### config.mk
export PLATFORM = sky130hd
export DESIGN_NAME = buffer_demux
export DESIGN_NICKNAME = d
export VERILOG_FILES = /design/src/rtl/buffer_pkg.sv /design/src/rtl/buffer_demux.sv
export SDC_FILE = /design/constraint.sdc
export NUM_CORES = 1
export LEC_CHECK = 0
export ABC_AREA = 1
export CAP_MARGIN = 20
export CORE_MARGIN = 4
export CORE_UTILIZATION = 49
export CTS_CLUSTER_DIAMETER = 150
export DETAILED_ROUTE_END_ITERATION = 10
export GPL_TIMING_DRIVEN = 0
export PLACE_DENSITY = 0.9
export REMOVE_ABC_BUFFERS = 1
export SETUP_SLACK_MARGIN = 0.15
export SKIP_CTS_REPAIR_TIMING = 1
export SLEW_MARGIN = 20
export SYNTH_ARGS = -nofsm -noshare
export SYNTH_HDL_FRONTEND = slang
export SYNTH_SLANG_ARGS = --single-unit
### constraint.sdc
create_clock -name clk -period 3.2 [get_ports clk]
set_clock_uncertainty 0.05 [all_clocks]
set_input_delay 0.96 -clock clk [delete_from_list [all_inputs] [get_ports clk]]
set_output_delay 0.96 -clock clk [all_outputs]
set_load 0.005 [all_outputs]
### src/rtl/buffer_pkg.sv
// Shared definitions for the buffer multiplexer / demultiplexer pair:
// word format, port count and the round-robin port helper.
package buffer_pkg;

   localparam int DATA_W    = 35;
   localparam int MULTI_BIT = DATA_W - 1;
   localparam int NUM_PORTS = 4;

   localparam logic [DATA_W-1:0] IDLE_WORD = '0;

   typedef logic [1:0] port_idx_t;

   // Next port in round-robin order; wraps 3 -> 0 through the 2-bit width.
   function automatic port_idx_t next_port(input port_idx_t p);
      return p + 2'd1;
   endfunction

endpackage

### src/rtl/buffer_demux.sv
// 1-to-4 word distributor. Upstream words pass through a single holding
// register and are dealt round-robin to four downstream buffers. Words with
// the multiwidth flag set keep the current port so a whole group lands on
// one buffer; a group longer than MAX_BURST is cut and flagged on burst_err.
module buffer_demux
   import buffer_pkg::*;
#(
   parameter int DATA_W    = buffer_pkg::DATA_W,
   parameter int MAX_BURST = 8
) (
   input  logic              clk,
   input  logic              reset,
   input  logic [DATA_W-1:0] in_data,
   output logic              in_ready,
   input  logic              ready0,
   input  logic              ready1,
   input  logic              ready2,
   input  logic              ready3,
   output logic [DATA_W-1:0] out_data0,
   output logic [DATA_W-1:0] out_data1,
   output logic [DATA_W-1:0] out_data2,
   output logic [DATA_W-1:0] out_data3,
   output logic              burst_err
);

   localparam int               CNT_W    = $clog2(MAX_BURST);
   localparam logic [CNT_W-1:0] CNT_LAST = CNT_W'(MAX_BURST - 1);

   logic [DATA_W-1:0]                hold_q, hold_d;
   logic                             hold_valid_q, hold_valid_d;
   port_idx_t                        sel_q, sel_d;
   logic [CNT_W-1:0]                 burst_cnt_q, burst_cnt_d;
   logic [NUM_PORTS-1:0][DATA_W-1:0] out_q, out_d;
   logic                             burst_err_q, burst_err_d;

   logic [NUM_PORTS-1:0] ready_s;
   logic                 sel_ready_s;
   logic                 drain_s;
   logic                 capture_s;

   assign ready_s     = {ready3, ready2, ready1, ready0};
   assign sel_ready_s = ready_s[sel_q];

   // The holding register frees up on the same edge it drains, so a ready
   // destination sustains one word per cycle.
   assign in_ready  = reset & (~hold_valid_q | sel_ready_s);
   assign capture_s = in_ready & (in_data != IDLE_WORD);
   assign drain_s   = hold_valid_q & sel_ready_s;

   assign out_data0 = out_q[0];
   assign out_data1 = out_q[1];
   assign out_data2 = out_q[2];
   assign out_data3 = out_q[3];
   assign burst_err = burst_err_q;

   // Next-state: drain the held word to the selected port, advance the port
   // pointer at group boundaries, and refill the holding register.
   always_comb begin
      hold_d       = hold_q;
      hold_valid_d = hold_valid_q;
      sel_d        = sel_q;
      burst_cnt_d  = burst_cnt_q;
      out_d        = '0;
      burst_err_d  = 1'b0;

      if (drain_s) begin
         out_d[sel_q] = hold_q;
         if (!hold_q[DATA_W-1]) begin
            // Single word or last word of a group: move to the next buffer.
            sel_d       = next_port(sel_q);
            burst_cnt_d = '0;
         end else if (burst_cnt_q == CNT_LAST) begin
            // Group reached the size limit: force the advance and flag it.
            sel_d       = next_port(sel_q);
            burst_cnt_d = '0;
            burst_err_d = 1'b1;
         end else begin
            burst_cnt_d = burst_cnt_q + {{(CNT_W-1){1'b0}}, 1'b1};
         end
      end else begin
         sel_d       = sel_q;
         burst_cnt_d = burst_cnt_q;
      end

      if (capture_s) begin
         hold_d       = in_data;
         hold_valid_d = 1'b1;
      end else if (drain_s) begin
         hold_valid_d = 1'b0;
      end else begin
         hold_valid_d = hold_valid_q;
      end
   end

   // State and output registers with synchronous active-low reset; a reset
   // discards any held word without emitting it.
   always_ff @(posedge clk) begin
      if (!reset) begin
         hold_q       <= '0;
         hold_valid_q <= 1'b0;
         sel_q        <= 2'd0;
         burst_cnt_q  <= '0;
         out_q        <= '0;
         burst_err_q  <= 1'b0;
      end else begin
         hold_q       <= hold_d;
         hold_valid_q <= hold_valid_d;
         sel_q        <= sel_d;
         burst_cnt_q  <= burst_cnt_d;
         out_q        <= out_d;
         burst_err_q  <= burst_err_d;
      end
   end

endmodule

**After elaboration in Yosys (flattened, before gate mapping)**

Cells that the tools add are included.

- Output and inout port bits: 142
- Memories: 0
- Bits of input ports: 41
- Logic and storage cells: 38
- Bits in writable memories: 0
- Bits in latches: 0
- Register bits: 182
- Memory bits (read-only): 0

- $mul: 0
- Reductions and logical operators: 6
- Equal/unequal tests: 2
- Add/sub/neg operators: 2
- Magnitude comparators: 2
- Multiplexer cells: 11
- Divide/modulo/power cells: 0
- Bitwise gates (word level): 6
- Shifts and indexed selects: 0

Operators with widths:

| cell | count |
|---|---|
| bitwise AND 140 bit | 1 |
| demux 35 bit (select 2 bit) | 1 |
| 2-to-1 mux 35 bit | 1 |
| nonzero test 35 bit | 1 |
| 2-to-1 mux 3 bit | 2 |
| 2-to-1 mux 1 bit | 4 |
| 2-to-1 mux 2 bit | 2 |
| AND reduction 2 bit | 2 |
| adder 3 x 1 -> 3 bit (second input constant) | 1 |
| bitwise AND 1 bit | 3 |
| == test 3 bit (second input constant) | 1 |
| < comparator 2 x 3 -> 1 bit (second input constant) | 1 |
| AND reduction 3 bit | 1 |
| adder 2 x 1 -> 2 bit (second input constant) | 1 |
| binary-select mux 1 bit (select 2 bit) | 1 |
| greater-or-equal comparator 2 x 1 -> 1 bit (second input constant) | 1 |
| != test 2 x 1 -> 1 bit (second input constant) | 1 |
| nonzero test 2 bit | 1 |
| logical AND 1 bit | 1 |
| inverter 1 bit | 1 |
| OR 1 bit | 1 |

**Longest topological paths before layout**

- Depth after elaboration: 6
- Mapped depth: 9
- Mapped depth without buffers: 9

**Least setup slack after synthesis**

No wires, ideal clock.

- Path kind: input -> output
- From: in ready1
- To: out in_ready
- Data required time: 2.190 ns
- Path buffers: 1
- Stages: 5
- Arrival time: 1.620 ns
- Slack: 0.570 ns
- Cell sequence: nand2_1 -> nand3_1 -> nand2_2 -> a21oi_4 -> buf_6

- Cells in the longest elaborated chain, start to end: 4

Ends and longest elaborated chain:

| what | RTL line | text |
|---|---|---|
| start: declaration | buffer_demux.sv:16 | `input logic ready1,` |
| binary-select mux 1 bit (select 2 bit) | buffer_demux.sv:42 | `assign sel_ready_s = ready_s[sel_q];` |
| 2-to-1 mux 1 bit (implied by the code) | buffer_demux.sv:42 |  |
| OR 1 bit | buffer_demux.sv:46 | `assign in_ready = reset & (~hold_valid_q \| sel_ready_s);` |
| bitwise AND 1 bit | buffer_demux.sv:46 |  |
| end: declaration | buffer_demux.sv:14 | `output logic in_ready,` |

No other way between the ends. The select of a mux whose other input is x is not followed.

**Final worst setup path**

Same ends and word-level chain as after synthesis.

==> metrics.md <==
| Metric | Value |
|---|---|
| EDFF count, synth | `0` |
| Setup tns final | `0 ns` |
| Yosys reg bits | `182` |
| Critical Path Fanout Max | `4` |
| Root buffer cell | `clkbuf_16` |
| Wire per inst | `15.30 um` |
| Crit path max-delay cell type | `clkdlybuf4s50_1` |
| Post-DP HPWL | `9.593 mm` |
| Cts bufs inserted | `17` |
| Final ANT Viol Nets | `0` |
| Setup-failing EPs final | `0` |
| Buffers on Ports | `182` |
| Overall power | `4.728 mW` |
| CTS tree | `done` |
| Routed wire length | `14.86 mm` |
| Status | `complete, no violations` |
| Design Area, Final | `8073 um^2` |
| Period utilization | `97.88%` |
| Final period demand of the worst path | `3.132 ns` |
| Largest net degree at the start of global routing | `38` |
| Synth cell count leaders | `dfxtp_1 (182), nor2_1 (171), nand2_1 (155)` |
| Critical path arrival | `2.12 ns` |
| Post-Place Cells | `939` |
| Worst vdd ir | `0.4502 mV` |
| Area growth, synth to finish | `44.73%` |
| Worst min path class | `reg -> reg` |
| Antenna diode count | `0` |
| Reg clk slew, reported paths | `0.06 ns` |
| Clk_lat worst skew | `0.42 ns` |
| PwrDens | `585.7 nW/um^2` |
| H-tree depth reported by CTS | `4` |
| Gpl congestion | `0.7544` |
| Initial DRC Count | `259` |
| Synth warn | `0` |
| Startpoint types | `input pin` |
| Core area | `10980 um^2` |
| Mapped Cells | `644` |
| First-pass GRT wire length | `22.57 mm` |
| Placement row count | `38` |
| Post-synth top area cell | `dfxtp_1` |
| Die Ht | `114.7 um` |
| Mapped Area | `5578 um^2` |
| Nets | `869` |
| RSZ-0062 raised after global routing | `true` |
| Drt drc | `0` |
| Data required time at the worst endpoint | `2.19 ns` |
| Slew Limit Fails | `0` |
| Largest cells by area after synthesis | `dfxtp_1 (65%), nor2_1 (12%), nand2_1 (10%)` |
| Max-cap violations | `0` |
| Max-slew headroom | `31.34%` |
| Async set-or-reset flop fraction in the synthesized netlist | `0%` |
| CP Cell Sequence | `clkdlybuf4s50_1 -> nand2_1 -> nand3_1 -> nand2_4 -> a21oi_4 -> dlymetal6s2s_1` |
| Max Root-Sink Buffers | `2` |
| Critical Path End Type | `output port` |
| Yosys top cell area share | `65.32%` |
| Via count | `4600` |
| Count leader, synth | `dfxtp_1` |
| Number of global-route vias before repair | `4554` |
| Drt first pass iters | `4` |
| Clk sinks | `182` |
| Final Non-Filler Cells | `971` |
| Layout cells sized above 1 | `5.174%` |
| Final core utilization | `73.50%` |
| Boundary pin count | `183` |
| Synth unique cells | `22` |
| Placed Area | `7476 um^2` |
| Critical path type | `in -> out` |
| Slowest cell delay on critical path | `0.47 ns` |
| Routed vias/inst | `4.737` |
| Total grt overflow | `0` |
| Leakage | `3.517 nW` |
| Chip width | `114.7 um` |
| Syn Area/Cell | `8.661 um^2` |
| Main synth FF type | `dfxtp_1` |
| Die area | `13150 um^2` |
| Hold Fails Final Rpt | `0` |
| Starting Density | `50.79%` |
| Highest clock rate | `319.3 MHz` |
| Sequential share of the synthesized area | `65.32%` |
| Initial antenna violation count | `0` |
| Worst-Margin Slew | `1.030 ns` |
| All-Layer GR Usage | `22.49%` |
[stage by stage]
step | hold slack [ns] | worst slack (ns)
after floorplan | 0.3903 | 0.4410
after global placement | 0.4022 | -2.270
after detailed placement | 0.4193 | -1.056
after CTS | 0.4277 | -1.067
after global routing | 0.4889 | -0.01332
final | 0.4256 | 0.06770
[critical path: cells and delay by family]
family	cells	cell delay, ns
buffers and inverters	2	0.64
AOI/OAI and AO/OA	1	0.20
and+or+nand+nor	3	0.31
[flip-flops by register name, summed over array words and instances, names as in the netlist]
name / flops
out_data3: 35
out_data2: 35
burst_cnt_q: 3
hold_q: 35
burst_err: 1
sel_q: 2
out_data0: 35
out_data1: 35
hold_valid_q: 1
[placed cells by master (no fill, tap or decap)]
cell type / synthesis / routed
dfxtp_1: 182 / 182
clkdlybuf4s50_1: 0 / 180
nor2_1: 171 / 171
nand2_1: 155 / 155
inv_1: 44 / 44
nand3_1: 42 / 42
clkbuf_16: 0 / 17
clkinv_2: 0 / 8
ha_1: 6 / 6
clkbuf_8: 0 / 4
buf_4: 1 / 3
o21ai_0: 2 / 2
clkbuf_1: 15 / 2
buf_16: 0 / 2
inv_2: 1 / 1
nand2_4: 1 / 1
a21oi_4: 1 / 1
nor2_4: 0 / 1
nand4_4: 0 / 1
nand2_8: 0 / 1
o21bai_1: 1 / 1
nand3b_1: 1 / 1
a21oi_1: 1 / 1
bufinv_16: 0 / 1
a21oi_2: 0 / 1
clkbuf_4: 0 / 1
dlymetal6s2s_1: 0 / 1
[cell families after synthesis]
| kind of cell | Yosys count | share of synthesized area [%] |
|---|---|---|
| buffers and inverters | 78 | 6.146 |
| and+or+nand+nor | 373 | 26.49 |
| AOI/OAI and AO/OA | 5 | 0.6954 |
| adders and majority gates | 6 | 1.346 |
| DFF | 182 | 65.32 |
[path summary, 6_finish.rpt]
kind                                     start             end  slack [ns]  depth (start not counted)
worst max-delay path                    ready1        in_ready        0.07                          6
worst min register to register  burst_cnt_q[2]  burst_cnt_q[2]        0.43                          2
worst max register to register        sel_q[0]       hold_q[4]        1.20                          6
worst min-delay path            burst_cnt_q[2]  burst_cnt_q[2]        0.43                          2
[final cells by class]
| class | instances | area (um^2) |
|---|---|---|
| Clock buffer | 23 | 488.0 |
| Clock inverter | 5 | 50.05 |
| Fill cell | 773 | 2910 |
| Inverter | 49 | 188.9 |
| Multi-Input combinational cell | 385 | 1628 |
| Sequential cell | 182 | 3643 |
| Tap cell | 140 | 175.2 |
| Timing Repair Buffer | 187 | 1899 |
[power by group]
group | switching [mW] | internal [mW] | leakage [nW] | total, mW
sequential | 0.0264 | 2.34 | 1.48 | 2.37
combinational | 0.281 | 0.165 | 1.77 | 0.445
clock | 0.782 | 1.13 | 0.270 | 1.91
[per-layer routing]
layer	share of wire (%)	up-vias	global-route usage, %
met2	51	159	39.77
met4	3.0	0	10.80
met5	0	-	0
met1	39	2118	24.30
met3	7.4	30	7.030
li1	-	2293	-
Note: power is estimated with default switching activity, not from simulation.
